File: config.mk
export PLATFORM = sky130hd
export DESIGN_NAME = prirv32_idu
export DESIGN_NICKNAME = d
export VERILOG_FILES = /design/src/rtl/prirv32_idu.sv
export SDC_FILE = /design/constraint.sdc
export NUM_CORES = 1
export LEC_CHECK = 0
export CAP_MARGIN = 20
export CELL_PAD_IN_SITES_DETAIL_PLACEMENT = 1
export CELL_PAD_IN_SITES_GLOBAL_PLACEMENT = 2
export CORE_MARGIN = 4
export CORE_UTILIZATION = 24
export DETAILED_ROUTE_END_ITERATION = 10
export GPL_TIMING_DRIVEN = 0
export HOLD_SLACK_MARGIN = 0.06
export PLACE_DENSITY = 0.76
export REMOVE_ABC_BUFFERS = 1
export SLEW_MARGIN = 20
export SYNTH_ARGS = -nofsm -noshare
export SYNTH_HDL_FRONTEND = slang
export SYNTH_SLANG_ARGS = --single-unit
File: constraint.sdc
create_clock -name clk_in -period 1.85 [get_ports clk_in]
set_input_delay 0.185 -clock clk_in [delete_from_list [all_inputs] [get_ports clk_in]]
set_output_delay 0.185 -clock clk_in [all_outputs]
set_load 0.005 [all_outputs]
File: src/rtl/prirv32_idu.sv
// prirv32_idu: instruction decode stage of the priRV32 core.
// Accepts a fetched RV32I/Zicsr/Zifencei instruction plus its PC over a
// valid/ready handshake. It decodes the instruction into a 47-bit one-hot
// vector, an immediate, the two operand values and rd. The result is held in
// one registered output stage with backpressure, flush and write-back bypass.
//
// Ports:
//   clk_in, rst_n                  clock, async active-low reset
//   in_valid/in_ready              upstream handshake for instr_in/instr_pc
//   flush                          drop held and incoming instruction
//   rf_raddr1/2, rf_rdata1/2       combinational regfile read port
//   wb_en, wb_rd, wb_data          write-back bypass source
//   out_valid/out_ready            downstream handshake for the decoded outputs
//   instrset_latched ... illegal_instr   registered decode results
module prirv32_idu #(
  parameter logic [31:0] RESET_PC = 32'h0000_0000
) (
  input  logic        clk_in,
  input  logic        rst_n,
  input  logic        in_valid,
  output logic        in_ready,
  input  logic [31:0] instr_in,
  input  logic [31:0] instr_pc,
  input  logic        flush,
  output logic [4:0]  rf_raddr1,
  output logic [4:0]  rf_raddr2,
  input  logic [31:0] rf_rdata1,
  input  logic [31:0] rf_rdata2,
  input  logic        wb_en,
  input  logic [4:0]  wb_rd,
  input  logic [31:0] wb_data,
  output logic        out_valid,
  input  logic        out_ready,
  output logic [46:0] instrset_latched,
  output logic [31:0] imm_decoded,
  output logic [31:0] rs1_decoded,
  output logic [31:0] rs2_decoded,
  output logic [4:0]  rd_decoded,
  output logic [31:0] pc_decoded,
  output logic        illegal_instr
);

  localparam logic [6:0] OP_LUI    = 7'b0110111, OP_AUIPC  = 7'b0010111,
                         OP_JAL    = 7'b1101111, OP_JALR   = 7'b1100111,
                         OP_BRANCH = 7'b1100011, OP_LOAD   = 7'b0000011,
                         OP_STORE  = 7'b0100011, OP_IMM    = 7'b0010011,
                         OP_REG    = 7'b0110011, OP_MISC   = 7'b0001111,
                         OP_SYSTEM = 7'b1110011;
  localparam logic [6:0] F7_BASE = 7'b0000000, F7_ALT = 7'b0100000;

  logic [6:0]  opcode, f7;
  logic [2:0]  f3;
  logic [46:0] iset_d;
  logic [31:0] imm_d, rs1_d, rs2_d;
  logic [4:0]  rd_d;
  logic        illegal_d;
  logic        is_i, is_s, is_b, is_u, is_j, is_sh, is_csr, is_csri, no_rd;
  logic        capture;

  assign opcode    = instr_in[6:0];
  assign f3        = instr_in[14:12];
  assign f7        = instr_in[31:25];
  assign rf_raddr1 = instr_in[19:15];
  assign rf_raddr2 = instr_in[24:20];
  assign in_ready  = !out_valid || out_ready;
  assign capture   = in_valid && in_ready && !flush;

  function automatic logic [31:0] operand(input logic [4:0] idx, input logic [31:0] rf,
                                          input logic en, input logic [4:0] rd,
                                          input logic [31:0] data);
    if (idx == 5'd0)           return '0;
    else if (en && rd == idx)  return data;
    else                       return rf;
  endfunction

  // One-hot decode; bit positions follow the execute unit's instruction-set map.
  always_comb begin
    iset_d = '0;
    unique case (opcode)
      OP_LUI:    iset_d[46] = 1'b1;
      OP_AUIPC:  iset_d[45] = 1'b1;
      OP_JAL:    iset_d[44] = 1'b1;
      OP_JALR:   iset_d[43] = (f3 == 3'b000);
      OP_BRANCH: case (f3)
                   3'b000: iset_d[42] = 1'b1;  3'b001: iset_d[41] = 1'b1;
                   3'b100: iset_d[40] = 1'b1;  3'b101: iset_d[39] = 1'b1;
                   3'b110: iset_d[38] = 1'b1;  3'b111: iset_d[37] = 1'b1;
                   default: ;
                 endcase
      OP_LOAD:   case (f3)
                   3'b000: iset_d[36] = 1'b1;  3'b001: iset_d[35] = 1'b1;
                   3'b010: iset_d[34] = 1'b1;  3'b100: iset_d[33] = 1'b1;
                   3'b101: iset_d[32] = 1'b1;
                   default: ;
                 endcase
      OP_STORE:  case (f3)
                   3'b000: iset_d[31] = 1'b1;  3'b001: iset_d[30] = 1'b1;
                   3'b010: iset_d[29] = 1'b1;
                   default: ;
                 endcase
      OP_IMM:    case (f3)
                   3'b000: iset_d[28] = 1'b1;  3'b010: iset_d[27] = 1'b1;
                   3'b011: iset_d[26] = 1'b1;  3'b100: iset_d[25] = 1'b1;
                   3'b110: iset_d[24] = 1'b1;  3'b111: iset_d[23] = 1'b1;
                   3'b001: iset_d[22] = (f7 == F7_BASE);
                   3'b101: begin
                     iset_d[21] = (f7 == F7_BASE);
                     iset_d[20] = (f7 == F7_ALT);
                   end
                   default: ;
                 endcase
      OP_REG:    if (f7 == F7_BASE) begin
                   case (f3)
                     3'b000: iset_d[19] = 1'b1;  3'b001: iset_d[17] = 1'b1;
                     3'b010: iset_d[16] = 1'b1;  3'b011: iset_d[15] = 1'b1;
                     3'b100: iset_d[14] = 1'b1;  3'b101: iset_d[13] = 1'b1;
                     3'b110: iset_d[11] = 1'b1;  3'b111: iset_d[10] = 1'b1;
                     default: ;
                   endcase
                 end else if (f7 == F7_ALT) begin
                   iset_d[18] = (f3 == 3'b000);
                   iset_d[12] = (f3 == 3'b101);
                 end
      OP_MISC:   begin
                   iset_d[9] = (f3 == 3'b000);
                   iset_d[8] = (f3 == 3'b001);
                 end
      OP_SYSTEM: if (instr_in == 32'h0000_0073)      iset_d[7] = 1'b1;
                 else if (instr_in == 32'h0010_0073) iset_d[6] = 1'b1;
                 else case (f3)
                   3'b001: iset_d[5] = 1'b1;  3'b010: iset_d[4] = 1'b1;
                   3'b011: iset_d[3] = 1'b1;  3'b101: iset_d[2] = 1'b1;
                   3'b110: iset_d[1] = 1'b1;  3'b111: iset_d[0] = 1'b1;
                   default: ;
                 endcase
      default: ;
    endcase
  end

  // Immediate format, operand and rd selection keyed off the decoded vector.
  always_comb begin
    illegal_d = ~|iset_d;
    is_i    = iset_d[43] | (|iset_d[36:32]) | (|iset_d[28:23]);
    is_s    = |iset_d[31:29];
    is_b    = |iset_d[42:37];
    is_u    = iset_d[46] | iset_d[45];
    is_j    = iset_d[44];
    is_sh   = |iset_d[22:20];
    is_csr  = |iset_d[5:0];
    is_csri = |iset_d[2:0];
    no_rd   = is_b | is_s | (|iset_d[9:6]) | illegal_d;

    imm_d = '0;
    if (is_i)        imm_d = {{20{instr_in[31]}}, instr_in[31:20]};
    else if (is_s)   imm_d = {{20{instr_in[31]}}, instr_in[31:25], instr_in[11:7]};
    else if (is_b)   imm_d = {{19{instr_in[31]}}, instr_in[31], instr_in[7],
                              instr_in[30:25], instr_in[11:8], 1'b0};
    else if (is_u)   imm_d = {instr_in[31:12], 12'b0};
    else if (is_j)   imm_d = {{11{instr_in[31]}}, instr_in[31], instr_in[19:12],
                              instr_in[20], instr_in[30:21], 1'b0};
    else if (is_sh)  imm_d = {27'b0, instr_in[24:20]};
    else if (is_csr) imm_d = {20'b0, instr_in[31:20]};

    rs1_d = is_csri ? {27'b0, instr_in[19:15]}
                    : operand(rf_raddr1, rf_rdata1, wb_en, wb_rd, wb_data);
    rs2_d = operand(rf_raddr2, rf_rdata2, wb_en, wb_rd, wb_data);
    rd_d  = no_rd ? 5'd0 : instr_in[11:7];
  end

  always_ff @(posedge clk_in or negedge rst_n) begin
    if (!rst_n) begin
      out_valid        <= 1'b0;
      instrset_latched <= '0;
      imm_decoded      <= '0;
      rs1_decoded      <= '0;
      rs2_decoded      <= '0;
      rd_decoded       <= '0;
      pc_decoded       <= RESET_PC;
      illegal_instr    <= 1'b0;
    end else if (flush) begin
      out_valid <= 1'b0;
    end else if (capture) begin
      out_valid        <= 1'b1;
      instrset_latched <= iset_d;
      imm_decoded      <= imm_d;
      rs1_decoded      <= rs1_d;
      rs2_decoded      <= rs2_d;
      rd_decoded       <= rd_d;
      pc_decoded       <= instr_pc;
      illegal_instr    <= illegal_d;
    end else if (out_valid && out_ready) begin
      out_valid <= 1'b0;
    end
  end

endmodule

==> results_dict.tcl <==
set metrics [dict create \
    via_count 7909 \
    timing.final.ws_setup_ps -93.2 \
    synth_cells 851 \
    drv_slew 0 \
    final_cells 1703 \
    rsz0062_at_grt "true" \
    htree_num_levels 4 \
    critPathMaxFanout 6 \
    synth_seq_cells 182 \
    crit_path_start_kind "register" \
    area_delta_synth_final_pct 72.0 \
    route.detailed.drc 0 \
    crit_type "register to register" \
    timing.rr.end "imm_decoded[7]" \
    power_density_nw_per_um2 769 \
    core_area_um2 33700 \
    die_w_um 193 \
    fin_crit_ps 1940 \
    rrSetupSlack_ps -90 \
    hp-class "input pin to register" \
    synth-edff-count 0 \
    grt_pass1_vias 8497 \
    dp.cells 1629 \
    gp_congestion 0.750 \
    tns_ps -938 \
    pin_count 364 \
    crit_top_cell "buf_12" \
    fin_area_um2 14100 \
    path_clk_slew_ps 70 \
    die_h_um 193 \
    clock_skew_ps 9.66 \
    drive_gt1_frac 0.180 \
    p_leak_nw 5.92 \
    netlist_area_um2 8230 \
    post-route-period-util 1.05 \
    drt_iter0_drc 346 \
    grt_max_degree 71 \
    seq_area_frac_synth 0.554 \
    hold_end "imm_decoded[21]" \
    async_flop_share 1.00 \
    maxCapViolCount 0 \
    clock_latency_ps 450 \
    initial_core_util 0.244 \
    crit_start "out_valid" \
    cts_buffers 17 \
    clk_path_buf_depth 2 \
    rows 67 \
    synthTopCellsByCount "nand2_1 (245), dfrtp_1 (182), o21ai_0 (116), mux2i_1 (65), a21oi_1 (32)" \
    first_pass_iters 4 \
    grt_antenna_before_repair 1 \
    min_path_cells 3 \
    synth.area.top_cells "dfrtp_1 (55%), nand2_1 (11%), mux2i_1 (7.9%), o21ai_0 (7.1%), a21oi_1 (1.9%)" \
    relSlewSlack 0.490 \
    portBuffers 363 \
    worstPathArrival_ps 2270 \
    avgSynthCellArea_um2 9.67 \
    hold_viol_final 0 \
    cts.sinks 182 \
    viasPerCell 4.64 \
    dp_hpwl_mm 26.2 \
    dpl_cell_area_um2 12500 \
    crit_slowest_cell "or3_4" \
    drt_wl_total_mm 35.9 \
    yosysTopAreaCell "dfrtp_1" \
    fin_nets 1412 \
    worstPathCellList "nor2b_4 > inv_2 > nand3b_1 > buf_6 > buf_12 > or3_4 > nor3_4 > buf_12 > a21oi_2" \
    tightest_slew_ps 759 \
    cp_top_family "simple AND/OR/NAND/NOR gates" \
    synth_top_area_frac 0.554 \
    grt_pass1_wl_mm 52.9 \
    root_buffer "clkbuf_16" \
    violations "setup timing" \
    grt_overflow_total 0 \
    utilization 0.420 \
    clock.fmax_mhz 515 \
    antenna_left 0 \
    synth_cell_types 51 \
    worst_r2r_path_depth 9 \
    synth.most_common_cell "nand2_1" \
    grt_usage 0.188 \
    r2r_start "out_valid" \
    synthFlopType "dfrtp_1" \
    worst_ir_drop_vdd_uv 613 \
    cts_tree "done" \
    status "finished with violations" \
    wl_per_cell_um 21.1 \
    crit_buf_inv 4 \
    die_area_um2 37300 \
    whs_ps 182 \
    cp_slowest_stage_delay_ps 410 \
    setup_violations 24 \
    end_kind "register" \
    hp-start "instr_in[21]" \
    required_ps 2180 \
    synth_warnings 0 \
]
-- logic make-up (layout without fill, tap and decap cells) --
group	count (synthesis)	count (layout)	share of synthesized area
DFF	182	182	0.554
muxes	66	66	0.0804
AOI/OAI and AO/OA	181	181	0.130
xor gates and xnor gates	11	11	0.0117
buffers and inverters	67	470	0.0394
other	0	1	0
and+or+nand+nor	344	344	0.185
-- cells in the final DEF (no fill, tap or decap), types with 4 or more instances in the layout --
cell type        netlist  routed
buf_4                 10      28
clkdlybuf4s50_1        0     342
a21oi_2                0       6
nor3_1                 7       4
or3_4                  1       6
buf_6                  2      13
o21ai_0              116      35
o21ai_2                0      58
o21ai_1                0      21
nand2b_1               5       5
mux2i_1               65      65
clkbuf_16              0      18
buf_12                 0      14
nor2_1                22      22
buf_8                  0       7
a21oi_1               32      26
dfrtp_1              182     182
dlymetal6s2s_1         0       9
nand3_1               11       9
o31ai_1                8       6
clkinvlp_4             0       4
o211ai_2               6       6
nand4_1               10      10
nand2_1              245     242
xor2_1                 8       8
inv_6                  0       4
buf_16                 0       6
nand3_2                4       5
dlygate4sd2_1          0       6
-- state kept, by name, indices dropped and copies added (netlist names) --
signal and cells:
out_valid 1, rs2_decoded 32, illegal_instr 1, pc_decoded 32
imm_decoded 32, rd_decoded 5, rs1_decoded 32, instrset_latched 47
-- report_power, final --
group / internal, mW / switching [mW] / leakage [nW] / total [mW]
logic: 1.47 / 1.11 / 3.29 / 2.58
clock network: 1.95 / 1.78 / 0.270 / 3.73
registers: 4.37 / 0.219 / 2.36 / 4.58
total: 7.78 / 3.10 / 5.92 / 10.9
-- worst max-delay path by stage --
stage                            endpoint  slack [ps]  cells past startpoint
final                      imm_decoded[7]         -90                      9
after global routing       imm_decoded[5]        -170                      9
after CTS                  imm_decoded[9]        -170                     10
after detailed placement   imm_decoded[9]       -1270                     11
after global placement    rs2_decoded[29]      -15470                      5
after floorplan            rs2_decoded[0]       -5760                      4
-- worst reg2reg max path: stages (launching register included) --
cell and delay, ps:
dfrtp_1 380, nor2b_4 140, inv_2 50, nand3b_1 150, buf_6 180, buf_12 120, or3_4 410, nor3_4 210
buf_12 150, a21oi_2 40
-- per-stage QoR --
step,setup slack (ps),power [mW]
finish,-93.2,10.9
global placement,-15470,6.89
CTS,-172,11.0
detailed placement,-1270,6.95
global route,-168,11.4
floorplan,-5760,5.21
-- per-layer routing --
layer	wire length (um)	up-vias	global-route usage
met5	0	-	0
met4	611	0	0.0460
met3	2930	35	0.0681
met2	17700	259	0.323
met1	14600	3921	0.227
li1	-	3694	-
-- what timing repair did --
action / 4_1_cts / 5_1_grt
hold endpoints to repair: 57 / 0
setup buffers: 38 / 10
hold buffers: 1 / 0
setup endpoints to repair: 147 / 117
gates resized for setup: 164 / 95
pin swaps: 55 / 34
cloned: 6 / 1
-- layout make-up --
class | instances | area (um2)
Inverter | 3 | 11.3
Timing Repair Buffer | 435 | 4610
Fill cell | 3723 | 19600
Clock inverter | 12 | 118
Clock buffer | 20 | 457
Antenna cell | 1 | 2.50
Sequential cell | 182 | 4550
Multi-Input combinational cell | 602 | 3830
Tap cell | 448 | 561
Note: power is estimated with default switching activity, not from simulation.
